===== config.mk =====
export PLATFORM = sky130hd
export DESIGN_NAME = conv_window_feeder_flat
export DESIGN_NICKNAME = d
export VERILOG_FILES = /design/src/rtl/conv_window_feeder_pkg.sv /design/src/rtl/conv_window_feeder_if.sv /design/src/rtl/conv_tap_regfile.sv /design/src/rtl/conv_window_feeder.sv /design/src/flat_wrapper.sv
export SDC_FILE = /design/constraint.sdc
export NUM_CORES = 1
export LEC_CHECK = 0
export ABC_AREA = 0
export CORE_MARGIN = 10
export CORE_UTILIZATION = 48
export CTS_CLUSTER_SIZE = 30
export DETAILED_ROUTE_END_ITERATION = 12
export PLACE_DENSITY = 0.8
export SLEW_MARGIN = 5
export SYNTH_ARGS = -nofsm -noshare
export SYNTH_HDL_FRONTEND = slang
export SYNTH_SLANG_ARGS = --single-unit
export TNS_END_PERCENT = 5

===== constraint.sdc =====
create_clock -name clk -period 2.35 [get_ports clk]
set_input_delay 0.235 -clock clk [delete_from_list [all_inputs] [get_ports clk]]
set_output_delay 0.235 -clock clk [all_outputs]
set_load 0.02 [all_outputs]

===== src/rtl/conv_window_feeder_pkg.sv =====
// Shared constants, FSM state type and tap packing helpers for the conv window feeder.
//   NTAPS/DW/RW : taps per window, pixel/kernel width, conv result width
//   AW/TW       : tap index width, FIRE timer width
//   pack_taps   : unpacked tap array -> flat bus (tap i at bits [DW*i +: DW])
//   get_tap     : flat bus -> single tap
package conv_window_feeder_pkg;

   localparam int unsigned NTAPS   = 21;
   localparam int unsigned DW      = 8;
   localparam int unsigned RW      = 25;
   localparam int unsigned TIMEOUT = 64;
   localparam int unsigned AW      = 5;
   localparam int unsigned TW      = $clog2(TIMEOUT);
   localparam int unsigned FLATW   = NTAPS * DW;

   typedef enum logic [1:0] {StFill, StFire, StOut} state_e;

   typedef logic [DW-1:0] tap_t;

   function automatic logic [FLATW-1:0] pack_taps(input tap_t taps [NTAPS]);
      logic [FLATW-1:0] flat;
      flat = '0;
      for (int unsigned i = 0; i < NTAPS; i++) begin
         flat[i*DW +: DW] = taps[i];
      end
      return flat;
   endfunction

   function automatic tap_t get_tap(input logic [FLATW-1:0] flat, input int unsigned idx);
      return flat[idx*DW +: DW];
   endfunction

endpackage


===== src/rtl/conv_window_feeder_if.sv =====
// Bundle of the feeder's data-path signals: kernel write port, pixel stream, conv
// start/result handshake, result stream and status.
//   master : the feeder (drives pix_ready, conv_*, res_valid/res_data, busy, timeout_err)
//   slave  : the surrounding logic (line buffer, conv array, result consumer)
interface conv_window_feeder_if;
   import conv_window_feeder_pkg::*;

   logic             k_wr_en;
   logic [AW-1:0]    k_addr;
   logic [DW-1:0]    k_data;
   logic             pix_valid;
   logic             pix_ready;
   logic [DW-1:0]    pix_data;
   logic             conv_start;
   logic [FLATW-1:0] conv_kernel;
   logic [FLATW-1:0] conv_x;
   logic [RW-1:0]    conv_result;
   logic             conv_done;
   logic             res_valid;
   logic             res_ready;
   logic [RW-1:0]    res_data;
   logic             busy;
   logic             timeout_err;

   modport master (
      input  k_wr_en, k_addr, k_data, pix_valid, pix_data, conv_result, conv_done, res_ready,
      output pix_ready, conv_start, conv_kernel, conv_x, res_valid, res_data, busy, timeout_err
   );

   modport slave (
      output k_wr_en, k_addr, k_data, pix_valid, pix_data, conv_result, conv_done, res_ready,
      input  pix_ready, conv_start, conv_kernel, conv_x, res_valid, res_data, busy, timeout_err
   );

endinterface


===== src/rtl/conv_tap_regfile.sv =====
// 21 x 8 tap register file with a flat read-out of all taps.
//   clk, reset : clock, synchronous active-high reset (clears every tap)
//   wr_en_i    : write strobe
//   wr_addr_i  : tap index; indices >= NTAPS are dropped
//   wr_data_i  : tap value
//   rd_flat_o  : all taps, tap i at bits [8i+7:8i]
module conv_tap_regfile
   import conv_window_feeder_pkg::*;
(
   input  logic             clk,
   input  logic             reset,
   input  logic             wr_en_i,
   input  logic [AW-1:0]    wr_addr_i,
   input  tap_t             wr_data_i,
   output logic [FLATW-1:0] rd_flat_o
);

   tap_t mem_q [NTAPS];

   always_ff @(posedge clk) begin
      if (reset) begin
         for (int unsigned i = 0; i < NTAPS; i++) begin
            mem_q[i] <= '0;
         end
      end else if (wr_en_i && (wr_addr_i < AW'(NTAPS))) begin
         mem_q[wr_addr_i] <= wr_data_i;
      end
   end

   assign rd_flat_o = pack_taps(mem_q);

endmodule


===== src/rtl/conv_window_feeder.sv =====
// Initiator for the 21-tap conv array. Collects a window of 21 pixels, holds conv_start
// high until conv_done (or a timeout), captures the result and offers it on a
// valid/ready stream.
//   clk, reset : clock, synchronous active-high reset
//   bus        : conv_window_feeder_if.master (kernel port, pixel stream, conv handshake,
//                result stream, busy, timeout_err)
module conv_window_feeder
   import conv_window_feeder_pkg::*;
(
   input logic                 clk,
   input logic                 reset,
   conv_window_feeder_if.master bus
);

   state_e        state_q;
   logic [AW-1:0] fill_cnt_q;
   logic [TW-1:0] timer_q;
   logic [RW-1:0] shadow_q;
   logic          conv_start_q;
   logic          res_valid_q;
   logic [RW-1:0] res_data_q;
   logic          timeout_err_q;

   logic pix_accept;
   logic k_wr_gated;

   assign bus.pix_ready = (state_q == StFill);
   assign pix_accept    = bus.pix_valid && (state_q == StFill);
   // Kernel must not move under the conv array while it computes; such writes are dropped.
   assign k_wr_gated    = bus.k_wr_en && (state_q != StFire);

   conv_tap_regfile u_kernel (
      .clk       (clk),
      .reset     (reset),
      .wr_en_i   (k_wr_gated),
      .wr_addr_i (bus.k_addr),
      .wr_data_i (bus.k_data),
      .rd_flat_o (bus.conv_kernel)
   );

   conv_tap_regfile u_window (
      .clk       (clk),
      .reset     (reset),
      .wr_en_i   (pix_accept),
      .wr_addr_i (fill_cnt_q),
      .wr_data_i (bus.pix_data),
      .rd_flat_o (bus.conv_x)
   );

   always_ff @(posedge clk) begin
      if (reset) begin
         state_q       <= StFill;
         fill_cnt_q    <= '0;
         timer_q       <= '0;
         shadow_q      <= '0;
         conv_start_q  <= 1'b0;
         res_valid_q   <= 1'b0;
         res_data_q    <= '0;
         timeout_err_q <= 1'b0;
      end else begin
         unique case (state_q)
            StFill: begin
               if (pix_accept) begin
                  if (fill_cnt_q == AW'(NTAPS - 1)) begin
                     fill_cnt_q   <= '0;
                     timer_q      <= '0;
                     conv_start_q <= 1'b1;
                     state_q      <= StFire;
                  end else begin
                     fill_cnt_q <= fill_cnt_q + 1'b1;
                  end
               end
            end
            StFire: begin
               // conv clears its result on the edge that raises done, so the sum is
               // the value seen one cycle earlier.
               shadow_q <= bus.conv_result;
               if (bus.conv_done) begin
                  res_data_q   <= shadow_q;
                  res_valid_q  <= 1'b1;
                  conv_start_q <= 1'b0;
                  timer_q      <= '0;
                  state_q      <= StOut;
               end else if (timer_q == TW'(TIMEOUT - 1)) begin
                  timeout_err_q <= 1'b1;
                  conv_start_q  <= 1'b0;
                  timer_q       <= '0;
                  state_q       <= StFill;
               end else begin
                  timer_q <= timer_q + 1'b1;
               end
            end
            StOut: begin
               if (bus.res_ready) begin
                  res_valid_q <= 1'b0;
                  state_q     <= StFill;
               end
            end
            default: state_q <= StFill;
         endcase
      end
   end

   assign bus.conv_start  = conv_start_q;
   assign bus.res_valid   = res_valid_q;
   assign bus.res_data    = res_data_q;
   assign bus.timeout_err = timeout_err_q;
   assign bus.busy        = !((state_q == StFill) && (fill_cnt_q == '0));

endmodule


===== src/flat_wrapper.sv =====
// flat-port wrapper written by rule: the top's interface ports become plain ports
module conv_window_feeder_flat import conv_window_feeder_pkg::*;
  (clk, reset, bus_k_wr_en, bus_k_addr, bus_k_data, bus_pix_valid, bus_pix_data, bus_conv_result, bus_conv_done, bus_res_ready, bus_pix_ready, bus_conv_start, bus_conv_kernel, bus_conv_x, bus_res_valid, bus_res_data, bus_busy, bus_timeout_err);
  conv_window_feeder_if bus_i ();
  input logic clk;
  input logic reset;
  input wire logic [$bits(bus_i.k_wr_en)-1:0] bus_k_wr_en;
  input wire logic [$bits(bus_i.k_addr)-1:0] bus_k_addr;
  input wire logic [$bits(bus_i.k_data)-1:0] bus_k_data;
  input wire logic [$bits(bus_i.pix_valid)-1:0] bus_pix_valid;
  input wire logic [$bits(bus_i.pix_data)-1:0] bus_pix_data;
  input wire logic [$bits(bus_i.conv_result)-1:0] bus_conv_result;
  input wire logic [$bits(bus_i.conv_done)-1:0] bus_conv_done;
  input wire logic [$bits(bus_i.res_ready)-1:0] bus_res_ready;
  output wire logic [$bits(bus_i.pix_ready)-1:0] bus_pix_ready;
  output wire logic [$bits(bus_i.conv_start)-1:0] bus_conv_start;
  output wire logic [$bits(bus_i.conv_kernel)-1:0] bus_conv_kernel;
  output wire logic [$bits(bus_i.conv_x)-1:0] bus_conv_x;
  output wire logic [$bits(bus_i.res_valid)-1:0] bus_res_valid;
  output wire logic [$bits(bus_i.res_data)-1:0] bus_res_data;
  output wire logic [$bits(bus_i.busy)-1:0] bus_busy;
  output wire logic [$bits(bus_i.timeout_err)-1:0] bus_timeout_err;
  assign bus_i.k_wr_en = bus_k_wr_en;
  assign bus_i.k_addr = bus_k_addr;
  assign bus_i.k_data = bus_k_data;
  assign bus_i.pix_valid = bus_pix_valid;
  assign bus_i.pix_data = bus_pix_data;
  assign bus_i.conv_result = bus_conv_result;
  assign bus_i.conv_done = bus_conv_done;
  assign bus_i.res_ready = bus_res_ready;
  assign bus_pix_ready = bus_i.pix_ready;
  assign bus_conv_start = bus_i.conv_start;
  assign bus_conv_kernel = bus_i.conv_kernel;
  assign bus_conv_x = bus_i.conv_x;
  assign bus_res_valid = bus_i.res_valid;
  assign bus_res_data = bus_i.res_data;
  assign bus_busy = bus_i.busy;
  assign bus_timeout_err = bus_i.timeout_err;
  conv_window_feeder u_core (.clk(clk), .reset(reset), .bus(bus_i));
endmodule

# Word level (Yosys, flattened, before mapping)
# Cells that the tools add are included.
word_totals:
  reg_bits: 402
  out_inout_bits: 366
  elab_cells: 116
op_classes:
  add_sub_neg: 2
  n_lt_le_gt_ge: 6
  eq_ne: 10
  muxes: 26
  bitwise_logic: 3
  reduce_logical: 19
op_table:
  columns: ["cell", "n"]
  rows:
  - ["bitwise mux 168 bit", 2]
  - ["demux 8 bit (select 5 bit)", 2]
  - ["two-way mux 6 bit", 4]
  - ["two-way mux 8 bit", 2]
  - ["greater-or-equal comparator 6 bit (second input constant)", 2]
  - ["< comparator 6 x 1 -> 1 bit (second input constant)", 2]
  - ["inverter 5 -> 6 bit", 2]
  - ["case mux 6 bit (2 select lines)", 1]
  - ["< comparator 5 bit (second input constant)", 2]
  - ["two-way mux 2 bit", 5]
  - ["AND reduction 3 bit", 3]
  - ["AND reduction 4 bit", 2]
  - ["logical AND 1 bit", 7]
  - ["adder 6 x 1 -> 6 bit (second input constant)", 1]
  - ["equality test 6 bit (second input constant)", 1]
  - ["two-way mux 1 bit", 6]
  - ["!= test 2 x 1 -> 1 bit (second input constant)", 3]
  - ["case mux 2 bit (3 select lines)", 1]
  - ["adder 5 x 1 -> 5 bit (second input constant)", 1]
  - ["equality test 5 bit (second input constant)", 1]
  - ["logical NOT 5 bit", 1]
  - ["two-way mux 5 bit", 1]
  - ["!= test 2 bit (second input constant)", 2]
  - ["case mux 1 bit (2 select lines)", 2]
  - ["other kinds (8)", 10]

# Longest topological paths before layout
logic_depth:
  word_depth: 6
  mapped_depth: 8

# Modules after synthesis
# From an unflattened synthesis, not the netlist that was laid out.
unflattened:
  cells_unflattened: 1484
  area_unflattened_um2: 15781.4
modules_own_cells:
  columns: ["module", "n_inst", "cells_each", "area_each_um2"]
  rows:
  - ["conv_tap_regfile at u_core.u_kernel", 1, 588, 6653.9]
  - ["conv_tap_regfile at u_core.u_window", 1, 588, 6647.6]
  - ["conv_window_feeder", 1, 308, 2479.9]

# Worst setup path after synthesis
# No wires, ideal clock.
synth_path:
  path_kind: "register -> register"
  from: "register u_core.state_q[0]"
  to: "register u_core.u_window.mem_q, in the netlist u_core.u_window.rd_flat_o[23]"
  arrival_ns: 1.694
  slack_ns: 0.528
  stages_incl_launch_ff: 7
  period_less_slack_ns: 1.822
  path_cell_list: "dfxtp_1 -> buf_2 -> or4b_4 -> nor4b_2 -> buf_4 -> mux2i_1 -> nor2_1"
synth_via:
  elab_chain_cells: 3
synth_lines:
  columns: ["item", "line", "source"]
  rows:
  - ["from (decl)", "conv_window_feeder.sv:15", "state_e state_q;"]
  - ["from (signal assigned)", "conv_window_feeder.sv:52", "state_q <= StFill;"]
  - ["from (signal assigned)", "conv_window_feeder.sv:68", "state_q <= StFire;"]
  - ["from (signal assigned)", "conv_window_feeder.sv:83", "state_q <= StOut;"]
  - ["logical NOT 2 bit", "conv_window_feeder.sv:28", "assign pix_accept = bus.pix_valid && (state_q == StFill);"]
  - ["logical AND 1 bit", "conv_window_feeder.sv:28", null]
  - ["logical AND 1 bit", "conv_tap_regfile.sv:25", "end else if (wr_en_i && (wr_addr_i < AW'(NTAPS))) begin"]
  - ["to (signal, indexed assignment)", "conv_tap_regfile.sv:26", "mem_q[wr_addr_i] <= wr_data_i;"]
  - ["to (decl)", "conv_tap_regfile.sv:18", "tap_t mem_q [NTAPS];"]
# No other way between the ends.
# A chain may end at the register's enable or synchronous reset.

# Final worst setup path
layout_path:
  from: "register u_core.fill_cnt_q[1]"
  to: "output bus_busy"
layout_via:
  elab_chain_cells: 3
layout_lines:
  columns: ["item", "line", "source"]
  rows:
  - ["from (decl)", "conv_window_feeder.sv:16", "logic [AW-1:0] fill_cnt_q;"]
  - ["from (signal assigned)", "conv_window_feeder.sv:70", "fill_cnt_q <= fill_cnt_q + 1'b1;"]
  - ["logical NOT 5 bit", "conv_window_feeder.sv:108", "assign bus.busy = !((state_q == StFill) && (fill_cnt_q == '0));"]
  - ["logical AND 1 bit", "conv_window_feeder.sv:108", null]
  - ["logical NOT 1 bit", "conv_window_feeder.sv:108", null]
  - ["to (decl)", "flat_wrapper.sv:21", "output wire logic [$bits(bus_i.busy)-1:0] bus_busy;"]
# No other way between the ends.

==> metrics.csv <==
stage;metric;value;unit
die;start_util;48.70;%
synthesis;synth_warnings;0;
clock_tree;cts.hold.buffers_added;0;
worst_hold_path;hold_depth;2;
pwr;leakage;8.868;nW
worst_setup_path;slowest_stage;dfxtp_1;
clock_tree;cts_root_buf;clkbuf_16;
clock_tree;clk_latency;0.54;ns
global_route;grt_max_degree;76;
global_route;gr-total-overflow;0;
synthesis;synthMuxAreaShare;22.52;%
global_route;grt_pass1_vias;12280;
status;outcome;complete, no violations;
die;io_pins;418;
timing;setup_violations;0;
synthesis;yosys.area_share.simple;17.06;%
timing;fin_skew;0.02223;ns
worst_setup_path;cp_max_fo;5;
worst_setup_path;critPathRequiredTime;2.12;ns
synthesis;synth_area_per_cell;10.12;um2
worst_setup_path;crit_buf_inv;3;
drt;vias;12150;
synthesis;synth_edf_count;0;
die;rows;64;
worst_setup_path;crit_path_end_kind;output pin;
finish;design_area;21390;um2
drt;drtIter0Drc;768;
pwr;ir_drop;0.6750;mV
worst_setup_path;crit_arrival;1.95;ns
clock_tree;cts_sinks;402;
clock_tree;cts_tree;done;
synthesis;synthAdderAreaFrac;0.4188;%
die;core_area;30670;um2
finish;final_util;69.75;%
finish;layout-drive-gt1-share;9.804;%
worst_hold_path;hold_end;u_core.u_window.rd_flat_o[151];
drt;avgRoutedWirePerCell;20.72;um
timing;finalCriticalPeriod;2.182;ns
placement;placed_area;19960;um2
timing;maxSlewHeadroom;43.44;%
clock_tree;clockBufferDepth;3;
worst_setup_path;path_delay_family;buffers and inverters;
drt;drc;0;
synthesis;yosys-top-cells-count;402 x dfxtp_1, 350 x nor2_1, 336 x mux2i_1;
timing;setup_tns;0;ns
timing;max_freq;458.2;MHz
synthesis;seq_area_frac_synth;53.88;%
synthesis;synth_nets;1533;
worst_hold_path;worstHoldStart;reset;
global_route;antenna_found_initial;0;
worst_setup_path;critical_path.max_stage_delay;0.35;ns
synthesis;syn_inst;1476;
placement;io_buffers;417;
finish;nets;1964;
global_route;grt_pass1_wl;73.57;mm
worst_setup_path;r2r_cells;5;
worst_setup_path;timing.rr.start;u_core.fill_cnt_q[4];
clock_tree;clkTransAtPathRegs;0.06;ns
placement;place.gp.congestion;0.8466;
drt;postRouteAntennaNets;0;
finish;area_growth;43.21;%
synthesis;synth_top_family_by_area;multiplexers;
timing;grt_setup_unrepaired;false;
worst_setup_path;setup.worst_path.start_class;flip-flop;
worst_setup_path;r2r_setup_slack;0.18;ns
synthesis;ys_ff_latch;402;
finish;diodes;0;
timing;finalCritPeriodShare;92.87;%
run;drv_cap;0;
pwr;p_per_area;676.2;nW/um2
global_route;grt_use_total;23.95;%
worst_setup_path;crit_chain;inv_1, ha_1, nor4b_1, buf_4, nand2_1, dlygate4sd2_1;
synthesis;ys.flop_type;dfxtp_1;
timing;hold_viol;0;
timing;slew_viol_final;0;
synthesis;synthXorXnorAreaFrac;0.1759;%
drt;viasPerCell;5.205;
placement;place_hpwl;34.07;mm
drt;drt-total-wl;48.36;mm
die;dieHeight;196.4;um
synthesis;synth_async_sr_flop_share;0;%
timing;worst_pin_slew;0.8458;ns
die;dieArea;38570;um2
synthesis;yosysMostFrequentCell;dfxtp_1;
synthesis;syn_area;14940;um2
worst_setup_path;path_class;flip-flop to output pin;
clock_tree;cts_htree_levels;2;
worst_setup_path;worstReg2RegEnd;u_core.u_window.rd_flat_o[37];
synthesis;synth_top_area_cell;dfxtp_1;
synthesis;synth_cell_types;44;
synthesis;netlist.area_leader.share;53.88;%
synthesis;synth_compound_area_share;2.597;%
drt;drtPass1Iterations;5;
clock_tree;cts_buffers;43;
synthesis;synth_area_leaders;dfxtp_1 54%, mux2i_1 23%, nor2_1 8.8%;
die;die_w;196.4;um
worst_hold_path;hp-class;input pin to flip-flop;
how the worst max path moves through the flow:
stage          depth (start not counted)                 start                             end
2_1_floorplan                          6     u_core.state_q[0]   u_core.u_window.rd_flat_o[23]
3_3_place_gp                           6         bus_k_addr[1]  u_core.u_kernel.rd_flat_o[150]
3_5_place_dp                           6         bus_k_addr[2]  u_core.u_kernel.rd_flat_o[162]
4_1_cts                                6  u_core.fill_cnt_q[1]                        bus_busy
5_1_grt                                6  u_core.fill_cnt_q[1]                        bus_busy
6_report                               6  u_core.fill_cnt_q[1]                        bus_busy
power by group:
group          leakage (nW)  switching (mW)  internal, mW
combinational          4.92           0.492         0.321
sequential             3.24          0.0283          6.86
clock                 0.711            2.75          4.01
total                  8.87            3.27          11.2
per-stage QoR:
stage	total power, mW	worst slack [ns]	hold slack, ns	std cells
after floorplan	7.453	0.5282	0.3710	1476
after global placement	7.841	0.1167	0.4372	2258
after detailed placement	7.850	0.07612	0.4433	2258
after CTS	14.58	0.1506	0.1102	2334
after global routing	14.90	0.0002234	0.1337	2334
final	14.46	0.1675	0.1241	2334
kinds of logic after synthesis:
| kind of cell | Yosys count |
|---|---|
| AND/OR/NAND/NOR | 538 |
| XOR/XNOR | 3 |
| buffers and inverters | 120 |
| multiplexers | 336 |
| AO/OA/AOI/OAI | 72 |
| adder cells (fa/ha/maj) | 5 |
| flip-flops | 402 |
layout make-up:
cell class / instances / area [um2]
sequential: 402 / 8049
fill: 2220 / 9279
multi-input combinational: 954 / 6414
inverter: 2 / 7.507
tap: 396 / 495.5
clock inverter: 17 / 162.7
timing repair buffer: 504 / 4994
clock buffer: 59 / 1269
registers in the layout, indices dropped and copies added (netlist names):
signal and flops:
u_core.u_kernel.rd_flat_o 168, u_core.u_window.rd_flat_o 168, u_core.bus.res_data 25, u_core.shadow_q 25
u_core.timer_q 6, u_core.fill_cnt_q 5, u_core.state_q 2, u_core.bus.conv_start 1
u_core.bus.res_valid 1, u_core.bus.timeout_err 1
layout by cell type (no fill, tap or decap), types with 5 or more instances in the layout:
cell               n
nor4_4            13
clkbuf_1           5
clkdlybuf4s50_1  415
clkbuf_8           9
nand2_1          110
nand3_1           12
dfxtp_1          401
buf_4             74
nand4b_1           5
nor2_1           350
ha_1               5
mux2i_1          336
clkinv_2          10
clkbuf_16         45
or4b_1             5
buf_12            13
a21oi_1           60
metal layers:
metal  wire length (um)  vias up  global-route usage, %
met2              23240      423                  40.00
met4               2306        0                  11.11
met5                  0        -                      0
li1                   -     5792                      -
met3               4786      107                  9.233
met1              18030     5827                  26.42
repair_timing:
item | 4_1_cts | 5_1_grt
buffers inserted | 0 | 0
gates resized for setup | 2 | 0
endpoints found under the setup margin | 1 | 0
Power figures use the tool's default switching activity.
